==> src/rtl/count_axil_txn_master.sv <==
// rtl/count_axil_txn_master.sv - AXI4-Lite master for counter write-back and start-value fetch
// Optional watchdog on every handshake state: define TXN_TIMEOUT_EN.
module count_axil_txn_master #(
    parameter int          COUNT_W        = 8,
    parameter logic [31:0] WR_ADDR        = 32'h0000_0200,
    parameter logic [31:0] RD_ADDR        = 32'h0000_0204,
    parameter int          TIMEOUT_CYCLES = 256
) (
    input  logic               aclk,
    input  logic               areset,
    input  logic               init_write,
    input  logic               init_read,
    input  logic [COUNT_W-1:0] count_in,
    output logic [COUNT_W-1:0] start_value,
    output logic               start_load,
    output logic               txn_done,
    output logic               txn_error,
    output logic [31:0]        m_axi_awaddr,
    output logic [2:0]         m_axi_awprot,
    output logic               m_axi_awvalid,
    input  logic               m_axi_awready,
    output logic [31:0]        m_axi_wdata,
    output logic [3:0]         m_axi_wstrb,
    output logic               m_axi_wvalid,
    input  logic               m_axi_wready,
    input  logic [1:0]         m_axi_bresp,
    input  logic               m_axi_bvalid,
    output logic               m_axi_bready,
    output logic [31:0]        m_axi_araddr,
    output logic [2:0]         m_axi_arprot,
    output logic               m_axi_arvalid,
    input  logic               m_axi_arready,
    input  logic [31:0]        m_axi_rdata,
    input  logic [1:0]         m_axi_rresp,
    input  logic               m_axi_rvalid,
    output logic               m_axi_rready
);

    typedef enum logic [2:0] {IDLE, WR_REQ, WR_RESP, RD_REQ, RD_RESP, DONE} state_t;

    state_t state;
    logic   pend_wr;
    logic   pend_rd;
    logic   aw_done;
    logic   w_done;
    logic   aw_hs;
    logic   w_hs;
    logic   unused_rdata_hi;

    assign m_axi_awaddr = WR_ADDR;
    assign m_axi_araddr = RD_ADDR;
    assign m_axi_awprot = 3'b000;
    assign m_axi_arprot = 3'b000;
    assign m_axi_wstrb  = 4'hF;

    assign aw_hs = m_axi_awvalid && m_axi_awready;
    assign w_hs  = m_axi_wvalid && m_axi_wready;
    assign unused_rdata_hi = ^m_axi_rdata[31:COUNT_W];

`ifdef TXN_TIMEOUT_EN
    localparam int WD_W = $clog2(TIMEOUT_CYCLES + 1);

    state_t          state_q;
    logic [WD_W-1:0] wdog;
    logic [WD_W-1:0] spent;
    logic            wd_active;
    logic            timeout;

    // spent = cycles including the current one that the FSM has sat in this state
    assign wd_active = (state == WR_REQ) || (state == WR_RESP) ||
                       (state == RD_REQ) || (state == RD_RESP);
    assign spent     = (state != state_q) ? WD_W'(1) : wdog + WD_W'(1);
    assign timeout   = wd_active && (spent == WD_W'(TIMEOUT_CYCLES));

    always_ff @(posedge aclk or posedge areset) begin
        if (areset) begin
            state_q <= IDLE;
            wdog    <= '0;
        end else begin
            state_q <= state;
            wdog    <= wd_active ? spent : '0;
        end
    end
`endif

    always_ff @(posedge aclk or posedge areset) begin
        if (areset) begin
            state         <= IDLE;
            pend_wr       <= 1'b0;
            pend_rd       <= 1'b0;
            aw_done       <= 1'b0;
            w_done        <= 1'b0;
            m_axi_awvalid <= 1'b0;
            m_axi_wvalid  <= 1'b0;
            m_axi_wdata   <= '0;
            m_axi_bready  <= 1'b0;
            m_axi_arvalid <= 1'b0;
            m_axi_rready  <= 1'b0;
            start_value   <= '0;
            start_load    <= 1'b0;
            txn_done      <= 1'b0;
            txn_error     <= 1'b0;
        end else begin
            txn_done   <= 1'b0;
            start_load <= 1'b0;
            pend_wr    <= pend_wr | init_write;
            pend_rd    <= pend_rd | init_read;
`ifdef TXN_TIMEOUT_EN
            if (timeout) begin
                m_axi_awvalid <= 1'b0;
                m_axi_wvalid  <= 1'b0;
                m_axi_bready  <= 1'b0;
                m_axi_arvalid <= 1'b0;
                m_axi_rready  <= 1'b0;
                txn_error     <= 1'b1;
                txn_done      <= 1'b1;
                state         <= DONE;
            end else
`endif
            case (state)
                IDLE: begin
                    // a pulse landing on the dispatch cycle is a fresh request, so it re-arms the flag
                    if (pend_wr) begin
                        pend_wr       <= init_write;
                        m_axi_wdata   <= 32'(count_in);
                        txn_error     <= 1'b0;
                        aw_done       <= 1'b0;
                        w_done        <= 1'b0;
                        m_axi_awvalid <= 1'b1;
                        m_axi_wvalid  <= 1'b1;
                        state         <= WR_REQ;
                    end else if (pend_rd) begin
                        pend_rd       <= init_read;
                        txn_error     <= 1'b0;
                        m_axi_arvalid <= 1'b1;
                        state         <= RD_REQ;
                    end
                end
                WR_REQ: begin
                    if (aw_hs) begin
                        m_axi_awvalid <= 1'b0;
                        aw_done       <= 1'b1;
                    end
                    if (w_hs) begin
                        m_axi_wvalid <= 1'b0;
                        w_done       <= 1'b1;
                    end
                    if ((aw_done || aw_hs) && (w_done || w_hs)) begin
                        m_axi_bready <= 1'b1;
                        state        <= WR_RESP;
                    end
                end
                WR_RESP: begin
                    if (m_axi_bvalid) begin
                        m_axi_bready <= 1'b0;
                        if (m_axi_bresp != 2'b00)
                            txn_error <= 1'b1;
                        txn_done <= 1'b1;
                        state    <= DONE;
                    end
                end
                RD_REQ: begin
                    if (m_axi_arready) begin
                        m_axi_arvalid <= 1'b0;
                        m_axi_rready  <= 1'b1;
                        state         <= RD_RESP;
                    end
                end
                RD_RESP: begin
                    if (m_axi_rvalid) begin
                        m_axi_rready <= 1'b0;
                        if (m_axi_rresp == 2'b00) begin
                            start_value <= m_axi_rdata[COUNT_W-1:0];
                            start_load  <= 1'b1;
                        end else begin
                            txn_error <= 1'b1;
                        end
                        txn_done <= 1'b1;
                        state    <= DONE;
                    end
                end
                DONE: begin
                    state <= IDLE;
                end
                default: begin
                    state <= IDLE;
                end
            endcase
        end
    end

endmodule

==> config.mk <==
export PLATFORM = sky130hd
export DESIGN_NAME = count_axil_txn_master
export DESIGN_NICKNAME = d
export VERILOG_FILES = /design/src/rtl/count_axil_txn_master.sv
export SDC_FILE = /design/constraint.sdc
export NUM_CORES = 1
export LEC_CHECK = 0
export ABC_AREA = 1
export BUFFER_PORTS_ARGS = -buffer_cell sky130_fd_sc_hd__buf_2
export CAP_MARGIN = 20
export CORE_ASPECT_RATIO = 0.9
export CORE_UTILIZATION = 29
export CTS_CLUSTER_DIAMETER = 150
export DETAILED_ROUTE_END_ITERATION = 8
export GPL_TIMING_DRIVEN = 0
export SYNTH_ARGS = -nofsm -noshare
export SYNTH_HDL_FRONTEND = slang
export SYNTH_SLANG_ARGS = --single-unit
==> constraint.sdc <==
create_clock -name aclk -period 2.7 [get_ports aclk]
set_input_delay 0.405 -clock aclk [delete_from_list [all_inputs] [get_ports aclk]]
set_output_delay 0.405 -clock aclk [all_outputs]
set_load 0.03 [all_outputs]
-- After elaboration in Yosys (flattened, before gate mapping)
Cells that the tools add are included.
- output and inout bits: 122
- bits in registers: 31
- logic and storage cells: 100
- bits of input ports: 53
- equality and inequality tests: 16
- bitwise operators: 2
- reductions and logical operators: 22
- multiplexer cells: 45
- operators by type and width (kind ; number):
    $mux W1 ; 29
    $ne A2 B2 Y1 const B ; 11
    $mux W3 ; 6
    $pmux W1 S2 ; 8
    $pmux W3 S5 ; 1
    $reduce_and A3 Y1 ; 5
    $reduce_bool A2 Y1 ; 5
    $eq A3 B2 Y1 const B ; 2
    $reduce_and A6 Y1 ; 1
    $reduce_and A5 Y1 ; 1
    $reduce_and A4 Y1 ; 1
    $eq A3 B1 Y1 const B ; 1
    $eq A3 B3 Y1 const B ; 1
    $logic_and A1 B1 Y1 ; 3
    $logic_not A3 Y1 ; 1
    $ne A3 B3 Y1 const B ; 1
    $pmux W1 S3 ; 1
    $reduce_bool A3 Y1 ; 1
    $logic_not A2 Y1 ; 1
    $logic_or A1 B1 Y1 ; 2
    $or A1 B1 Y1 ; 2
    $reduce_and A2 Y1 ; 1

-- Depth between registers and ports, before layout
- word-level depth: 5
- mapped depth: 8
- depth with buffers taken out: 8

-- Least setup slack after synthesis
Ideal clock, no wire load.
- path kind: register to register
- start point: register m_axi_awvalid
- end point: register state[1]
- path slack: 1515 ps
- required time: 2583 ps
- arrival time: 1068 ps
- library setup time: 117 ps
- cell stages (with the launch flop): 8
- period minus slack after synthesis: 1185 ps
- path buffers: 0
- cell sequence: dfrtp_1 > nand2_1 > nand2_1 > nand2_1 > a21oi_2 > nand2_1 > nand2_1 > nand2_1
- longest elaborated chain between the ends: 5
- RTL lines (element ; RTL line ; source):
    start, declared ; 20 ; output logic m_axi_awvalid,
    start signal, assigned ; 93 ; m_axi_awvalid <= 1'b0;
    start signal, assigned ; 129 ; m_axi_awvalid <= 1'b1;
    start signal, assigned ; 141 ; m_axi_awvalid <= 1'b0;
    $logic_and A1 B1 Y1 ; 56 ; assign aw_hs = m_axi_awvalid && m_axi_awready;
    $logic_or A1 B1 Y1 ; 148 ; if ((aw_done || aw_hs) && (w_done || w_hs)) begin
    $logic_and A1 B1 Y1 ; 148 ;
    $ne A2 B2 Y1 (no source line) ; - ;
    $reduce_and A5 Y1 (no source line) ; - ;
    end signal, assigned ; 150 ; state <= WR_RESP;
    end signal, assigned ; 159 ; state <= DONE;
    end signal, assigned ; 166 ; state <= RD_RESP;
    end, declared ; 41 ; state_t state;
Every way passes these cells.
A chain may end at the register's enable or synchronous reset.

-- Worst setup path after layout
- start point: register state[1]
- end point: register start_value[3]
- longest elaborated chain between the ends: 2
- RTL lines (element ; RTL line ; source):
    start signal, assigned ; 88 ; state <= IDLE;
    start signal, assigned ; 131 ; state <= WR_REQ;
    start signal, assigned ; 136 ; state <= RD_REQ;
    $eq A3 B3 Y1 ; 120 ; case (state)
    $reduce_and A3 Y1 (no source line) ; - ;
    end signal, assigned ; 173 ; start_value <= m_axi_rdata[COUNT_W-1:0];
    end, declared ; 14 ; output logic [COUNT_W-1:0] start_value,
Every way passes these cells.

==> results by group <==
Clock network
  – Sink Count: 31
  – Clock transition at path regs: 60 ps
  – # hold bufs at CTS: 0
  – Root buffer selected by CTS: clkbuf_8
  – Cts repair resizes: 0
  – H-tree depth: 2
  – Buffers inserted by post-CTS timing repair: 0
  – Number of CTS-inserted buffers: 5
  – Max Root-Sink Buffers: 2
  – CTS tree: built
  – Clk Latency, worst-skew pair: 280 ps

Worst setup path
  – CP dominant cell by count: nand2_1
  – CP Buf/Inv Count: 2
  – Stages on worst setup path: 7
  – WS Path Type: reg2reg
  – Reg2reg path depth: 7
  – RR Endpoint: start_value[3]
  – CP peak stage delay: 470 ps
  – Worst EP arrival: 1520 ps
  – Critical Path End Type: register
  – CP Cell Sequence: nor2_4, nand2_2, inv_2, nand4_4, inv_4, nand2_1, nand2_1
  – Max FO, Critical Path: 9
  – Reg-to-Reg Start: state[1]
  – Worst reg2reg setup slack: 1400 ps
  – Worst setup SP type: register
  – Worst-path cell with the longest stage delay: dfrtp_1
  – CP top delay family: simple AND/OR/NAND/NOR gates
  – CP required: 2920 ps

STA
  – RSZ-0062 raised after global routing: no
  – Post-route setup slack: 1396 ps
  – Fin. Hold Viols: 0
  – Slew HR: 0.5680
  – # setup viols final: 0
  – Slew @ Worst Pin: 647.4 ps
  – Fin crit period: 1304 ps
  – Final Slew Violations: 0
  – Setup Skew: 2.922 ps
  – Final clock period utilization by the worst path: 0.4828
  – Peak Freq: 0.7671 GHz
  – Setup TNS: 0 ps

Global routing
  – Grt total ovfl: 0
  – Initial antenna violation count: 0
  – Vias in the first global route: 1389
  – Gr usage total: 0.09894
  – First-pass GRT wire length: 6182 um
  – Largest net degree at the start of global routing: 18

Yosys
  – Largest family of logic cells by synthesized area: buffers and inverters
  – Warnings from Yosys: 0
  – Mux share of post-synthesis cell area: 0
  – Post-Synth Adder-Cell Area: 0
  – Part of the Yosys area used for sequential elements: 0.3609
  – Post-Synthesis Cells: 268
  – Synthesized flop and latch total: 31
  – Syn Std Cell Area: 2150 um2
  – XOR/XNOR share of the synthesized area: 0
  – Synth Area in Compound Gates: 0.04540
  – Syn avg cell area: 8.021 um2
  – Post-synthesis simple-gate area fraction: 0.2084
  – Synth unique cells: 25

Power and ir drop
  – Sw Share: 0.4692
  – Leakage power: 1.942 nW
  – Pint: 1.283 mW
  – Clock share of power: 0.164
  – Pwr Total: 2.416 mW
  – Combinational power share: 0.522
  – Pwr per Cell Area: 801.7 nW/um2
  – NetSw: 1.134 mW
  – Part of the power in registers: 0.314
  – Worst vdd ir: 0.4919 mV

Floorplan
  – Site Rows: 29
  – Die height: 83.68 um
  – Core Area: 7112 um2
  – Die W: 92.75 um
  – I/O pins: 175
  – Die area: 7761 um2
  – Starting density of the core: 0.3023

Drt
  – Vias post-DR: 1741
  – DRT Pass-1 Iters: 4
  – Final WL: 3864 um
  – Vias per cell: 3.361
  – Residual DRC count: 0
  – 1st-iter DRT viols: 75
  – Avg WL per Cell: 7.459 um
  – Routed Antenna Nets: 0

Final layout
  – Area Growth Syn to Fin: 40.22%
  – Share of cells above drive strength 1: 0.4071
  – Layout Nets: 477
  – Diode count: 0
  – Filler instances: 739

Status
  – Status: complete, no violations

Place
  – Count of input and output buffers: 52
  – Routability Congestion: 0.8107
  – DP Worst Slack: 1380 ps
  – HPWL after detailed placement: 3263 um

Job
  – Max capacitance violation total: 0

Min path
  – Hold WC Path Type: in2async
[through the flow]
stage          cell area (um2)    util  hold WS (ps)  cells
2_1_floorplan             2510       -         463.8    364
3_3_place_gp              2887  0.4059         455.9    509
3_5_place_dp              2914  0.4097         462.2    510
4_1_cts                   3014  0.4238         218.9    518
5_1_grt                   3014  0.4238         265.1    518
6_report                  3014  0.4238         206.6    518
[how the worst max path moves through the flow]
stage	start	end	slack [ps]
final	state[1]	start_value[3]	1400
after floorplan	m_axi_awvalid	state[1]	1510
after detailed placement	state[1]	start_value[4]	1380
after global placement	areset	txn_done	1120
after CTS	state[1]	start_value[3]	1360
after global routing	state[0]	m_axi_wdata[1]	1240
[synthesized netlist by cell type]
| master | number | area [um2] |
|---|---|---|
| buf_4 | 98 | 735.7 |
| nand2_1 | 73 | 274.0 |
| o21a_1 | 2 | 15.01 |
| o22ai_1 | 1 | 6.260 |
| o21bai_1 | 1 | 7.510 |
| dfrtp_1 | 31 | 775.7 |
| o21ai_0 | 4 | 20.02 |
| conb_1 | 2 | 7.510 |
| a21oi_2 | 1 | 8.760 |
| nand3_1 | 10 | 50.05 |
| nor2_2 | 2 | 12.51 |
| inv_1 | 15 | 56.30 |
| nor2_1 | 10 | 37.54 |
| nand4_4 | 1 | 21.27 |
| o211ai_1 | 2 | 15.01 |
| nand2_4 | 1 | 11.26 |
| nand2_2 | 2 | 12.51 |
| a21oi_1 | 2 | 10.01 |
| buf_6 | 1 | 11.26 |
| a21boi_0 | 1 | 7.510 |
| inv_4 | 1 | 6.260 |
| or2_2 | 1 | 6.260 |
| a21o_1 | 1 | 7.510 |
| nor2_4 | 2 | 22.52 |
| inv_2 | 3 | 11.26 |
[power by group through the flow]
stage | sequential, mW | clock (mW) | combinational, mW
2_1_floorplan | 1.02 | 0 | 0.751
3_3_place_gp | 0.762 | 0 | 1.25
3_5_place_dp | 0.765 | 0 | 1.27
4_1_cts | 0.759 | 0.417 | 1.27
5_1_grt | 0.788 | 0.435 | 1.39
6_report | 0.758 | 0.396 | 1.26
[layer usage]
layer  up-vias  global-route usage  part of all wire
met5         -                   0                 0
met3         4             0.02823             0.083
li1        933                   -                 -
met1       724              0.1106              0.40
met4         0             0.02517            0.0098
met2        80              0.1825              0.51
[registers in the layout, indices dropped and copies added (netlist names)]
signal / count
m_axi_wdata: 8
start_value: 8
state: 3
aw_done: 1
m_axi_arvalid: 1
m_axi_awvalid: 1
m_axi_bready: 1
m_axi_rready: 1
m_axi_wvalid: 1
pend_rd: 1
pend_wr: 1
start_load: 1
txn_done: 1
txn_error: 1
w_done: 1
[cell type report]
class | count | area [um2] | share of cell area
inverter | 19 | 73.82 | 0.02449
timing repair buffer | 53 | 287.8 | 0.09548
multi-input combinational | 215 | 913.4 | 0.3030
tap | 93 | 116.4 | 0.03861
clock buffer | 8 | 100.1 | 0.03321
buffer | 99 | 747.0 | 0.2478
sequential | 31 | 775.7 | 0.2574
[worst reg2reg max path, stage by stage (launching register included)]
cell and delay [ps]:
dfrtp_1 470, nor2_4 160, nand2_2 100, inv_2 80
nand4_4 160, inv_4 160, nand2_1 60, nand2_1 50
[layout by cell type (no fill, tap or decap)]
cell type	count
o21a_1	2
o21ai_0	4
nor2_2	2
inv_1	15
buf_4	98
buf_16	1
nand2_2	2
nand3_1	10
a21boi_0	1
o22ai_1	1
dfrtp_1	31
or2_2	1
nand2_1	73
buf_2	52
clkbuf_1	1
clkbuf_8	7
inv_2	3
o21bai_1	1
a21oi_1	2
nand2_4	1
a21oi_2	1
o211ai_1	2
nor2_4	2
nor2_1	10
conb_1	98
inv_4	1
a21o_1	1
buf_6	1
nand4_4	1
[cell families after synthesis]
logic type,count (synthesis)
compound gates,15
flops,31
other cells,2
buf+inv,118
simple gates,102
(Power assumes the default switching activity.)
